**config.mk**
```make
export PLATFORM = sky130hd
export DESIGN_NAME = branch_history_predictor
export DESIGN_NICKNAME = d
export VERILOG_FILES = /design/src/rtl/bp_pkg.sv /design/src/rtl/bp_sat_counter.sv /design/src/rtl/branch_history_predictor.sv
export SDC_FILE = /design/constraint.sdc
export NUM_CORES = 1
export LEC_CHECK = 0
export ABC_AREA = 1
export CAP_MARGIN = 20
export CELL_PAD_IN_SITES_DETAIL_PLACEMENT = 1
export CELL_PAD_IN_SITES_GLOBAL_PLACEMENT = 2
export CORE_MARGIN = 3
export CORE_UTILIZATION = 34
export CTS_BUF_LIST = sky130_fd_sc_hd__clkbuf_16
export CTS_CLUSTER_DIAMETER = 30
export CTS_CLUSTER_SIZE = 40
export DETAILED_ROUTE_END_ITERATION = 8
export HOLD_SLACK_MARGIN = 0.08
export PLACE_DENSITY = 0.9
export SLEW_MARGIN = 15
export SYNTH_ARGS = -nofsm -noshare
export SYNTH_HDL_FRONTEND = slang
export SYNTH_SLANG_ARGS = --single-unit
```
**constraint.sdc**
```tcl
create_clock -name clk -period 2 [get_ports clk]
set_input_delay 0.2 -clock clk [delete_from_list [all_inputs] [get_ports clk]]
set_output_delay 0.2 -clock clk [all_outputs]
set_load 0.01 [all_outputs]
```
**src/rtl/bp_pkg.sv**
```systemverilog
`default_nettype none
// ============================================================================
// bp_pkg : shared constants for the branch history predictor. Rev 1.0
// ============================================================================
package bp_pkg;

    localparam logic [1:0] FORCE_NT   = 2'b00;
    localparam logic [1:0] FORCE_T    = 2'b11;
    localparam int         PC_IDX_OFS = 2;
    localparam int         STAT_W     = 16;

    function automatic logic [STAT_W-1:0] stat_sat_inc(input logic [STAT_W-1:0] v);
        return (v == {STAT_W{1'b1}}) ? v : v + 1'b1;
    endfunction

endpackage
`default_nettype wire

```
**src/rtl/bp_sat_counter.sv**
```systemverilog
`default_nettype none
// ============================================================================
// bp_sat_counter : saturating up/down counter, async active-low reset. Rev 1.0
// ============================================================================
module bp_sat_counter #(
    parameter int WIDTH = 2
) (
    input  logic             clk,
    input  logic             rst,
    input  logic             inc,
    input  logic             dec,
    input  logic [WIDTH-1:0] rst_val,
    output logic [WIDTH-1:0] count
);

    logic [WIDTH-1:0] r_count;

    always_ff @(posedge clk or negedge rst) begin
        if (!rst) begin
            r_count <= rst_val;
        end else if (inc && (r_count != {WIDTH{1'b1}})) begin
            r_count <= r_count + 1'b1;
        end else if (dec && (r_count != '0)) begin
            r_count <= r_count - 1'b1;
        end
    end

    assign count = r_count;

endmodule
`default_nettype wire

```
**src/rtl/branch_history_predictor.sv**
```systemverilog
`default_nettype none
// ============================================================================
// branch_history_predictor : bimodal / gshare table of saturating counters.
// Define BHP_GSHARE_EN for gshare indexing with a non-speculative GHR. Rev 1.0
// ============================================================================
module branch_history_predictor
    import bp_pkg::*;
#(
    parameter int CTR_BITS = 2,
    parameter int IDX_BITS = 6,
    parameter int GHR_BITS = 6
) (
    input  logic                clk,
    input  logic                rst,
    input  logic [31:0]         lk_pc,
    input  logic [1:0]          forcer,
    output logic                jump,
    output logic [IDX_BITS-1:0] lk_idx,
    input  logic                upd_valid,
    input  logic [IDX_BITS-1:0] upd_idx,
    input  logic                upd_taken,
    input  logic                upd_mispred,
    output logic [STAT_W-1:0]   stat_branches,
    output logic [STAT_W-1:0]   stat_mispred
);

    localparam int                c_ENTRIES = 1 << IDX_BITS;
    localparam logic [CTR_BITS-1:0] c_RST_VAL = CTR_BITS'((1 << (CTR_BITS - 1)) - 1);
    localparam logic [CTR_BITS-1:0] c_THRESH  = CTR_BITS'(1 << (CTR_BITS - 1));

    logic [CTR_BITS-1:0] w_ctr [c_ENTRIES];
    logic [IDX_BITS-1:0] w_pc_idx;
    logic                w_unused_pc;
    logic [STAT_W-1:0]   r_branches;
    logic [STAT_W-1:0]   r_mispred;
    logic                w_jump;

    assign w_pc_idx    = lk_pc[IDX_BITS+PC_IDX_OFS-1:PC_IDX_OFS];
    assign w_unused_pc = ^{lk_pc[31:IDX_BITS+PC_IDX_OFS], lk_pc[PC_IDX_OFS-1:0]};

`ifdef BHP_GSHARE_EN
    logic [GHR_BITS-1:0] r_ghr;

    // History only advances on resolved branches, so a same-cycle lookup sees the old GHR.
    always_ff @(posedge clk or negedge rst) begin
        if (!rst) begin
            r_ghr <= '0;
        end else if (upd_valid) begin
            r_ghr <= GHR_BITS'({r_ghr, upd_taken});
        end
    end

    assign lk_idx = w_pc_idx ^ IDX_BITS'(r_ghr);
`else
    localparam int c_unused_ghr_bits = GHR_BITS;
    assign lk_idx = w_pc_idx;
`endif

    for (genvar gi = 0; gi < c_ENTRIES; gi++) begin : g_table
        logic w_hit;
        assign w_hit = upd_valid && (upd_idx == IDX_BITS'(gi));

        bp_sat_counter #(
            .WIDTH   (CTR_BITS)
        ) u_ctr (
            .clk     (clk),
            .rst     (rst),
            .inc     (w_hit && upd_taken),
            .dec     (w_hit && !upd_taken),
            .rst_val (c_RST_VAL),
            .count   (w_ctr[gi])
        );
    end

    // Counters hold their reset value during reset, so the predictor path reads not-taken then.
    always_comb begin
        w_jump = 1'b0;
        case (forcer)
            FORCE_NT: w_jump = 1'b0;
            FORCE_T:  w_jump = 1'b1;
            default:  w_jump = (w_ctr[lk_idx] >= c_THRESH);
        endcase
    end

    assign jump = w_jump;

    always_ff @(posedge clk or negedge rst) begin
        if (!rst) begin
            r_branches <= '0;
            r_mispred  <= '0;
        end else if (upd_valid) begin
            r_branches <= stat_sat_inc(r_branches);
            if (upd_mispred) begin
                r_mispred <= stat_sat_inc(r_mispred);
            end
        end
    end

    assign stat_branches = r_branches;
    assign stat_mispred  = r_mispred;

endmodule
`default_nettype wire

```
# After elaboration in Yosys (flattened, before gate mapping)
# Cells that the tools add are included.
word_totals:
  elab_cells: 916
  inputBits: 45
  reg_bits: 160
classes:
  n_eq_ne: 130
  n_lt_le_gt_ge: 2
  bitwise: 3
  mux: 132
  add_sub_neg: 130
  reduce_logical: 453
op_table:
  columns: ["op", "count"]
  rows:
  - ["1-bit logical AND", 320]
  - ["2-bit 2-to-1 mux", 130]
  - ["2-bit nonzero test", 128]
  - ["6-bit equality test, second input constant", 32]
  - ["2-bit by 1-bit adder with 2-bit output, second input constant", 64]
  - ["2-bit != test, second input constant", 64]
  - ["2-bit by 1-bit subtractor with 2-bit output, second input constant", 64]
  - ["6-bit by 5-bit equality test with 1-bit output, second input constant", 16]
  - ["6-bit by 4-bit equality test with 1-bit output, second input constant", 8]
  - ["16-bit by 1-bit adder with 16-bit output, second input constant", 2]
  - ["16-bit equality test, second input constant", 2]
  - ["6-bit by 3-bit equality test with 1-bit output, second input constant", 4]
  - ["2-bit binary-select mux with 6-bit select", 1]
  - ["6-bit by 2-bit equality test with 1-bit output, second input constant", 2]
  - ["7-bit greater-or-equal comparator, second input constant", 1]
  - ["6-bit inverter with 7-bit output", 1]
  - ["6-bit by 1-bit equality test with 1-bit output, second input constant", 1]
  - ["6-bit zero test", 1]
  - ["3-bit AND reduction", 1]
  - ["2-bit equality test, second input constant", 1]
  - ["2-bit greater-or-equal comparator, second input constant", 1]
  - ["2-bit zero test", 1]
  - ["1-bit inverter", 2]
  - ["1-bit case mux with 2 select lines", 1]
  - ["2 further kinds", 2]

# Longest topological paths before layout
# Gate-level depths: netlist (run 1).
logic_depth:
  ltp_word: 6
  depth_mapped: 13

# Worst setup path before layout (run 1)
# OpenSTA, ideal clock, no wires.
synth_path:
  path_kind: "register to register"
  start: "register r_branches[0] (netlist: stat_branches[0])"
  end: "register r_branches[13] (netlist: stat_branches[13])"
  path_stages_with_launch: 12
  slack_ns: 0.320
  path_buffers: 0
  t_arrival_ns: 1.563
  synth_period_minus_slack_ns: 1.680
  cell_sequence: "dfrtp_1 -> ha_1 -> nand3_1 -> nor2_1 -> nand3_1 -> nand2_2 -> nor2_1 -> nand2_1 -> nor2_1 -> nand2_1 -> nand2_1 -> nand2_1"
synth_between:
  elab_chain_len: 3
  word_cells_on_any_way: 4
  classes_between: "add/sub (1); eq/ne (1); bitwise (1); reduce/logical (1)"
synth_rtl:
  columns: ["element", "line", "source"]
  rows:
  - ["start, declared", "branch_history_predictor.sv:34", "logic [STAT_W-1:0] r_branches;"]
  - ["start signal, assigned", "branch_history_predictor.sv:92", "r_branches <= stat_sat_inc(r_branches);"]
  - ["branches (longest 3 deep; another with 16-bit by 1-bit adder with 16-bit output)", null, null]
# Several ways; the timed one is not identified.
# A chain may end at the register's enable or synchronous reset.

# Worst setup path in the final report (run 1)
layout_path:
  start: "register g_table[2].u_ctr.r_count[1]"
  end: "output jump"
layout_between:
  elab_chain_len: 5
layout_rtl:
  columns: ["element", "line", "source"]
  rows:
  - ["start, declared", "bp_sat_counter.sv:16", "logic [WIDTH-1:0] r_count;"]
  - ["start signal, assigned", "bp_sat_counter.sv:20", "r_count <= rst_val;"]
  - ["start signal, assigned", "bp_sat_counter.sv:22", "r_count <= r_count + 1'b1;"]
  - ["start signal, assigned", "bp_sat_counter.sv:24", "r_count <= r_count - 1'b1;"]
  - ["2-bit binary-select mux with 6-bit select", "branch_history_predictor.sv:81", "default: w_jump = (w_ctr[lk_idx] >= c_THRESH);"]
  - ["2-bit 2-to-1 mux (implied by the code) (2 in series)", "branch_history_predictor.sv:81", null]
  - ["2-bit greater-or-equal comparator", "branch_history_predictor.sv:81", null]
  - ["1-bit case mux with 2 select lines", "branch_history_predictor.sv:78", "case (forcer)"]
  - ["end, declared", "branch_history_predictor.sv:17", "output logic jump,"]
# No other way between the ends. The select of a mux whose other input is x is not followed.

==> key figures, run 1 <==
Synth
  – Syn Area/Cell: 7.61 um^2
  – YS warnings: 0
  – Synth Net Count: 1199
  – Register area share after synthesis: 0.466
  – Synthesized cell area: between 8000 and 9000 um^2
  – Syn Inst Count: between 1000 and 1500
  – Synth unique cells: 34
  – Asr flop ratio synth: 1.00
  – #FFs+latches synth: 160
  – Post-synth EDFFs: 0
  – Top FF cell, synth: dfrtp_1

Critical path
  – Slowest-stage cell, CP: dfrtp_2
  – Crit path DAT: 1.70 ns
  – Crit start category: register
  – Crit path to: jump
  – Crit path depth: 11
  – RR Endpoint: stat_branches[13]$_DFFE_PN0P_
  – Worst setup path startpoint: g_table[2].u_ctr.count[1]$_DFFE_PN0P_
  – Required time of the worst setup path: 1.80 ns
  – Reg2Reg Depth: 11
  – Crit-path max FO: 2
  – CP Cell Sequence: nand2_2, nand3_2, nand3_1, nand3_1, nand2_1, nand2_1, nand3b_1, nand2_1, nand2_1, nand2_1, buf_2
  – Element type at the critical path end: output port
  – Worst r2r src: stat_branches[0]$_DFFE_PN0P_
  – CP most frequent cell: nand2_1
  – Worst path top cell family by delay: simple AND/OR/NAND/NOR gates
  – Critical path class: register to output port
  – R2R Setup Slk: roughly 0.16 ns
  – Number of buffers and inverters on the critical path: 1
  – Crit-path max cell delay: about 0.44 ns

Pwr
  – Worst vdd ir: 512 uV
  – PwrDens: 830 nW/um^2
  – Total power: 9.14 mW
  – Leakage: 4.50 nW

STA
  – Fin. max-slew vios: 0
  – Final Skew: 0.00830 ns
  – Max Clk Rate: roughly 0.53 GHz
  – Period utilization: 0.950
  – Slew @ Worst Pin: 0.438 ns
  – Hold WS: 0.132 ns
  – Final hold viol count: 0
  – Setup TNS: 0 ns
  – Final worst slack: 0.0996 ns
  – Slew margin rel.: 0.706
  – Crit path time final: 1.90 ns
  – RSZ-0062 raised after global routing: true
  – Final setup viols: 0

Drt
  – Detailed Routing Iterations Pass 1: 5
  – Post-Route WL: 26600 um
  – Vias per cell: 5.13
  – Initial DRC count: 406
  – Avg WL per Cell: 16.4 um
  – DRC viols: 0
  – DR vias: 8300
  – Antenna Violating Nets Remaining: 0

Global routing
  – Global routing's busiest layer: met2
  – Congestion Overflow GR: 0
  – First-pass GRT wire length: around 44000 um
  – Largest net degree at the start of global routing: 71
  – Overall routing resource usage: 0.192
  – GR met1 Demand/Resource: 0.257
  – Met2 usage: 0.326
  – Initial antenna violation count: 0
  – Vias in the first global route: 8400
  – M3 GR Usage: 0.0278

Floorplan
  – Initial Util: 0.347
  – # IOs: 84
  – Die ar.: between 20000 and 30000 um^2
  – # rows: 58
  – Core outline area: 25300 um^2
  – Die span in y: 166 um
  – Die W: 166 um

Clock tree
  – Root Driver: clkbuf_16
  – Clock buffer depth: 2
  – Clock-pin slew of the registers on the worst-case setup and hold paths: 0.07 ns
  – Clock sinks: 160
  – CTS tree: done
  – H-tree depth: 4
  – Worst-Skew Late Latency: 0.44 ns
  – Inserted Clock Buffers: 17

Cells and area
  – Sequential cell area: 4110 um^2
  – Post-layout net count: between 1000 and 1500
  – Inserted Diodes: 0
  – Fillcell total: 3093
  – Footprint of the multi-input gates: 4130 um^2
  – Ratio of cells with drive above 1 in the final layout: 0.189
  – Commonest non-fill, non-tap cell in the layout: nand2_1
  – Layout overhead on the synthesized area: 25.8%
  – Commonest cells after routing, fill and taps aside: 257 x nand2_1, 216 x o21ai_0, 113 x nor2_1

Run
  – Max-cap viol count: 0

Worst hold path
  – Type of the tightest min-delay check: input pin to asynchronous set/reset pin

Run status
  – Outcome: finished clean

Placement
  – Port Buffer Count: 57
  – Post-DP HPWL: ~19000 um
  – Final estimated routing congestion in global placement: around 0.80
  – Place WS: -0.419 ns
[worst register-to-register path, stage by stage, from the launching register on]
cell	delay (ns)
dfrtp_1	0.43
ha_1	0.26
nand3_1	0.10
nor2_1	0.07
nand3_1	0.08
nand2_2	0.10
nor2_1	0.17
nand2_1	0.18
nor2_4	0.17
nand2_1	0.07
nand2_1	0.06
nand2_1	0.05
[what timing repair did]
item	in CTS	in global routing
gates resized for setup	26	26
buffers inserted	19	24
endpoints found under the setup margin	1	3
hold buffers	1	0
endpoints found under the hold margin	96	0
gates cloned	0	0
pin swaps	4	18
[power breakdown]
| group | internal (mW) | switching, mW | leakage (nW) |
|---|---|---|---|
| registers | 3.71 | 0.385 | 1.93 |
| logic | 0.748 | 0.890 | 2.28 |
| clock network | 1.88 | 1.52 | 0.289 |
[cells in the mapped netlist, types with 2 or more instances]
cell type / n / share of area
inv_2: 2 / 0.00086
nand3_1: 75 / 0.043
buf_4: 6 / 0.0051
nor4_1: 5 / 0.0036
nand2_2: 3 / 0.0021
xor2_1: 18 / 0.018
ha_1: 3 / 0.0043
dfrtp_1: 96 / 0.27
a21oi_1: 63 / 0.036
o31ai_1: 37 / 0.032
dfstp_2: 64 / 0.19
nand2_1: 263 / 0.11
nor3_1: 12 / 0.0069
inv_1: 104 / 0.045
nor3_2: 2 / 0.0023
nand4_1: 3 / 0.0021
clkbuf_1: 20 / 0.0086
o21ai_1: 4 / 0.0023
o21ai_2: 6 / 0.0060
xnor2_1: 10 / 0.010
buf_2: 11 / 0.0063
nor2_1: 114 / 0.049
o21ai_0: 216 / 0.12
nand3b_1: 4 / 0.0034
[logic make-up (layout without fill, tap and decap cells)]
| family | count (synthesis) | count (layout) | synth area share |
|---|---|---|---|
| flip-flops | 160 | 160 | 0.466 |
| AO/OA/AOI/OAI | 327 | 327 | 0.200 |
| adder cells (fa/ha/maj) | 3 | 3 | 0.00429 |
| multiplexers | 1 | 1 | 0.00129 |
| XOR/XNOR | 28 | 28 | 0.0280 |
| buffers and inverters | 148 | 286 | 0.0700 |
| AND/OR/NAND/NOR | 484 | 484 | 0.230 |
[worst min-delay path by stage]
stage | endpoint | slack (ns) | cells past startpoint
after global routing | stat_mispred[7]$_DFFE_PN0P_ | 0.13 | 2
after CTS | stat_mispred[7]$_DFFE_PN0P_ | 0.12 | 2
after detailed placement | stat_mispred[7]$_DFFE_PN0P_ | 0.02 | 1
after floorplan | g_table[0].u_ctr.count[1]$_DFFE_PN0P_ | -0.1 | 0
after global placement | stat_mispred[7]$_DFFE_PN0P_ | 0.03 | 1
final | stat_mispred[7]$_DFFE_PN0P_ | 0.13 | 2
[routing by layer]
metal  vias to the layer above  routed length [um]
li1                       4082                   -
met4                         0                 365
met2                        92               13100
met1                      4101               12400
met3                        25                 654
met5                         -                   0
[metrics by stage]
stage / area, um^2 / util / std cells
finish: 11000 / 0.436 / 1619
global route: 11000 / 0.436 / 1619
CTS: 10800 / 0.426 / 1595
detailed placement: 9970 / 0.395 / 1543
global placement: 9970 / 0.395 / 1543
floorplan: 8760 / - / 1151
[layout make-up]
| cell class | count | area share |
|---|---|---|
| well taps | 330 | 0.0375 |
| repair buffers | 146 | 0.123 |
| clock inverters | 15 | 0.0157 |
| inverters | 108 | 0.0370 |
| multi-input cells | 843 | 0.375 |
| clock buffers | 17 | 0.0386 |
| flip-flops and latches | 160 | 0.373 |
[state kept, by name, summed over array words and instances (netlist names)]
signal,cells
stat_branches,16
stat_mispred,16
g_table.u_ctr.count,128
No activity file was read; power rests on OpenSTA's default activity.
==> run 2, diff against run 1 <==
--- a/config.mk
+++ b/config.mk
@@ -15,6 +15,7 @@
 export CTS_CLUSTER_DIAMETER = 30
 export CTS_CLUSTER_SIZE = 40
 export DETAILED_ROUTE_END_ITERATION = 8
+export GPL_TIMING_DRIVEN = 0
 export HOLD_SLACK_MARGIN = 0.08
 export PLACE_DENSITY = 0.9
 export SLEW_MARGIN = 15
==> run 2 against run 1 <==
Worst setup slack got worse by 0.056 ns. Routed wire length grew 5.8%. Clock skew fell by 0.00087 ns. Register-to-register slack is essentially flat. Core utilization shrank 1.9 points. First-iteration DRC count grew 32%. Highest routed layer unchanged.
==> key figures, run 2 (synthesized netlist as in run 1, its figures left out) <==
Run status
  – Outcome: finished clean

Pwr
  – Worst vdd ir: 446 uV
  – Leakage: ~4.2 nW
  – P_sw: 2.76 mW
  – Total power: 9.00 mW
  – Share of power burned in registers: 0.456
  – Switch share: 0.307
  – Gate power share: 0.177
  – PwrDens: roughly 850 nW/um^2
  – P_int: 6.23 mW
  – Clk pwr share: 0.367

Placement
  – Final estimated routing congestion in global placement: around 0.8
  – Post-DP HPWL: between 15000 and 20000 um
  – Place WS: -0.547 ns
  – Placed cells: 1536
  – Port Buffer Count: 54

Drt
  – Avg WL per Cell: 17.7 um
  – Initial DRC count: approximately 530
  – Post-Route WL: 28100 um
  – Detailed Routing Iterations Pass 1: 5
  – DR vias: about 8400
  – Vias per cell: 5.29
  – Antenna Violating Nets Remaining: 0
  – DRC viols: 0

Cells and area
  – Layout overhead on the synthesized area: 20.2%
  – Post-layout net count: 1290
  – Ratio of cells with drive above 1 in the final layout: 0.134
  – Largest register FFs: between 100 and 150
  – Inserted Diodes: 0
  – Non-filler instance count after layout: 1585
  – Commonest non-fill, non-tap cell in the layout: nand2_1
  – Fillcell total: 3148
  – Commonest cells after routing, fill and taps aside: 261 x nand2_1, 216 x o21ai_0, 112 x nor2_1

Critical path
  – RR Endpoint: stat_mispred[1]$_DFFE_PN0P_
  – Crit start category: register
  – Required time of the worst setup path: 1.80 ns
  – Critical path class: register to output port
  – Crit path DAT: 1.76 ns
  – R2R Setup Slk: 0.15 ns
  – Reg2Reg Depth: 9
  – Element type at the critical path end: output port
  – Crit-path max FO: 5
  – Worst r2r src: stat_mispred[0]$_DFFE_PN0P_

Floorplan
  – Die span in y: approximately 170 um
  – Die W: 166 um
  – # IOs: 84
  – Core outline area: 25300 um^2
  – Initial Util: 0.347
  – # rows: between 50 and 60
  – Die ar.: 27700 um^2

STA
  – Final setup viols: 0
  – Crit path time final: about 2.0 ns
  – Setup TNS: 0 ns
  – Final Skew: around 0.0074 ns
  – Final hold viol count: 0
  – Fin. max-slew vios: 0
  – Max Clk Rate: approximately 0.5 GHz
  – RSZ-0062 raised after global routing: true
  – Slew margin rel.: 0.484
  – Final worst slack: 0.0434 ns
  – Period utilization: 0.978
  – Slew @ Worst Pin: 0.771 ns
  – Hold WS: 0.313 ns

Clock tree
  – Inserted Clock Buffers: 17
  – Clock-pin slew of the registers on the worst-case setup and hold paths: roughly 0.070 ns
  – CTS tree: done
  – Worst-Skew Late Latency: 0.44 ns
  – Clock buffer depth: 2
  – H-tree depth: 4
  – Clock sinks: 160
  – Root Driver: clkbuf_16

Global routing
  – Initial antenna violation count: 0
  – Largest net degree at the start of global routing: 94
  – First-pass GRT wire length: 45600 um
  – Vias in the first global route: 8418
  – Overall routing resource usage: 0.203
  – Congestion Overflow GR: 0

Run
  – Max-cap viol count: 0

Worst hold path
  – Type of the tightest min-delay check: input pin to asynchronous set/reset pin
## run 2: cell type report
| type | instances | area [um^2] | share of cell area |
|---|---|---|---|
| Buffer | 40 | 221 | 0.0210 |
| Clock buffer | 17 | 425 | 0.0404 |
| Clock inverter | 15 | 145 | 0.0138 |
| Inverter | 108 | 412 | 0.0391 |
| Multi-Input combinational cell | 843 | 4120 | 0.391 |
| Sequential cell | 160 | 4090 | 0.389 |
| Tap cell | 330 | 413 | 0.0392 |
| Timing Repair Buffer | 72 | 699 | 0.0665 |
## run 2: critical path, cell delays in order, from the launching register on
cell	delay, ns
dfrtp_1	0.44
nand2_1	0.09
nand3_1	0.10
nand3_1	0.10
nand3_1	0.11
nand2_2	0.09
nand2_1	0.05
nand3b_1	0.07
nand2_1	0.05
nand2_1	0.05
nand2_1	0.04
buf_2	0.13
## run 2: worst max-delay path by stage
stage                                           startpoint                                endpoint  slack, ns  cells past startpoint
global route        g_table[51].u_ctr.count[1]$_DFFE_PN0P_                                    jump      -0.10                     11
CTS                 g_table[15].u_ctr.count[1]$_DFFE_PN0P_                                    jump      0.004                     11
finish              g_table[16].u_ctr.count[1]$_DFFE_PN0P_                                    jump       0.04                     11
floorplan                     stat_branches[0]$_DFFE_PN0P_           stat_branches[13]$_DFFE_PN0P_       0.32                     11
detailed placement                                lk_pc[4]                                    jump      -0.55                     11
global placement                                       rst  g_table[37].u_ctr.count[1]$_DFFE_PN0P_      -6.45                      1
## run 2: power groups by stage
stage               combinational, mW  clock [mW]  sequential (mW)
floorplan                       0.857           0             4.10
global placement                 1.49           0             4.13
detailed placement               1.57           0             4.15
CTS                              1.59        3.38             4.10
global route                     1.79        3.52             4.17
finish                           1.59        3.30             4.10
## run 2: stage by stage
step / area (um^2) / utilization
floorplan: 8760 / -
global placement: 9710 / 0.384
detailed placement: 9740 / 0.386
CTS: 10400 / 0.411
global route: 10500 / 0.417
finish: 10500 / 0.417
## run 2: metal layers
layer  routed length (um)  up-vias  GRT usage
met2                13600      166      0.340
met5                    0        -          0
met1                13000     4173      0.281
met4                  340        0     0.0477
li1                     -     4016          -
met3                 1090       25     0.0261
## run 2: repair_timing
item / in CTS / in global routing
setup buffers: 6 / 10
endpoints found under the hold margin: 44 / 0
endpoints found under the setup margin: 2 / 10
hold buffers: 1 / 0
gates resized for setup: 16 / 19
pin swaps: 1 / 5
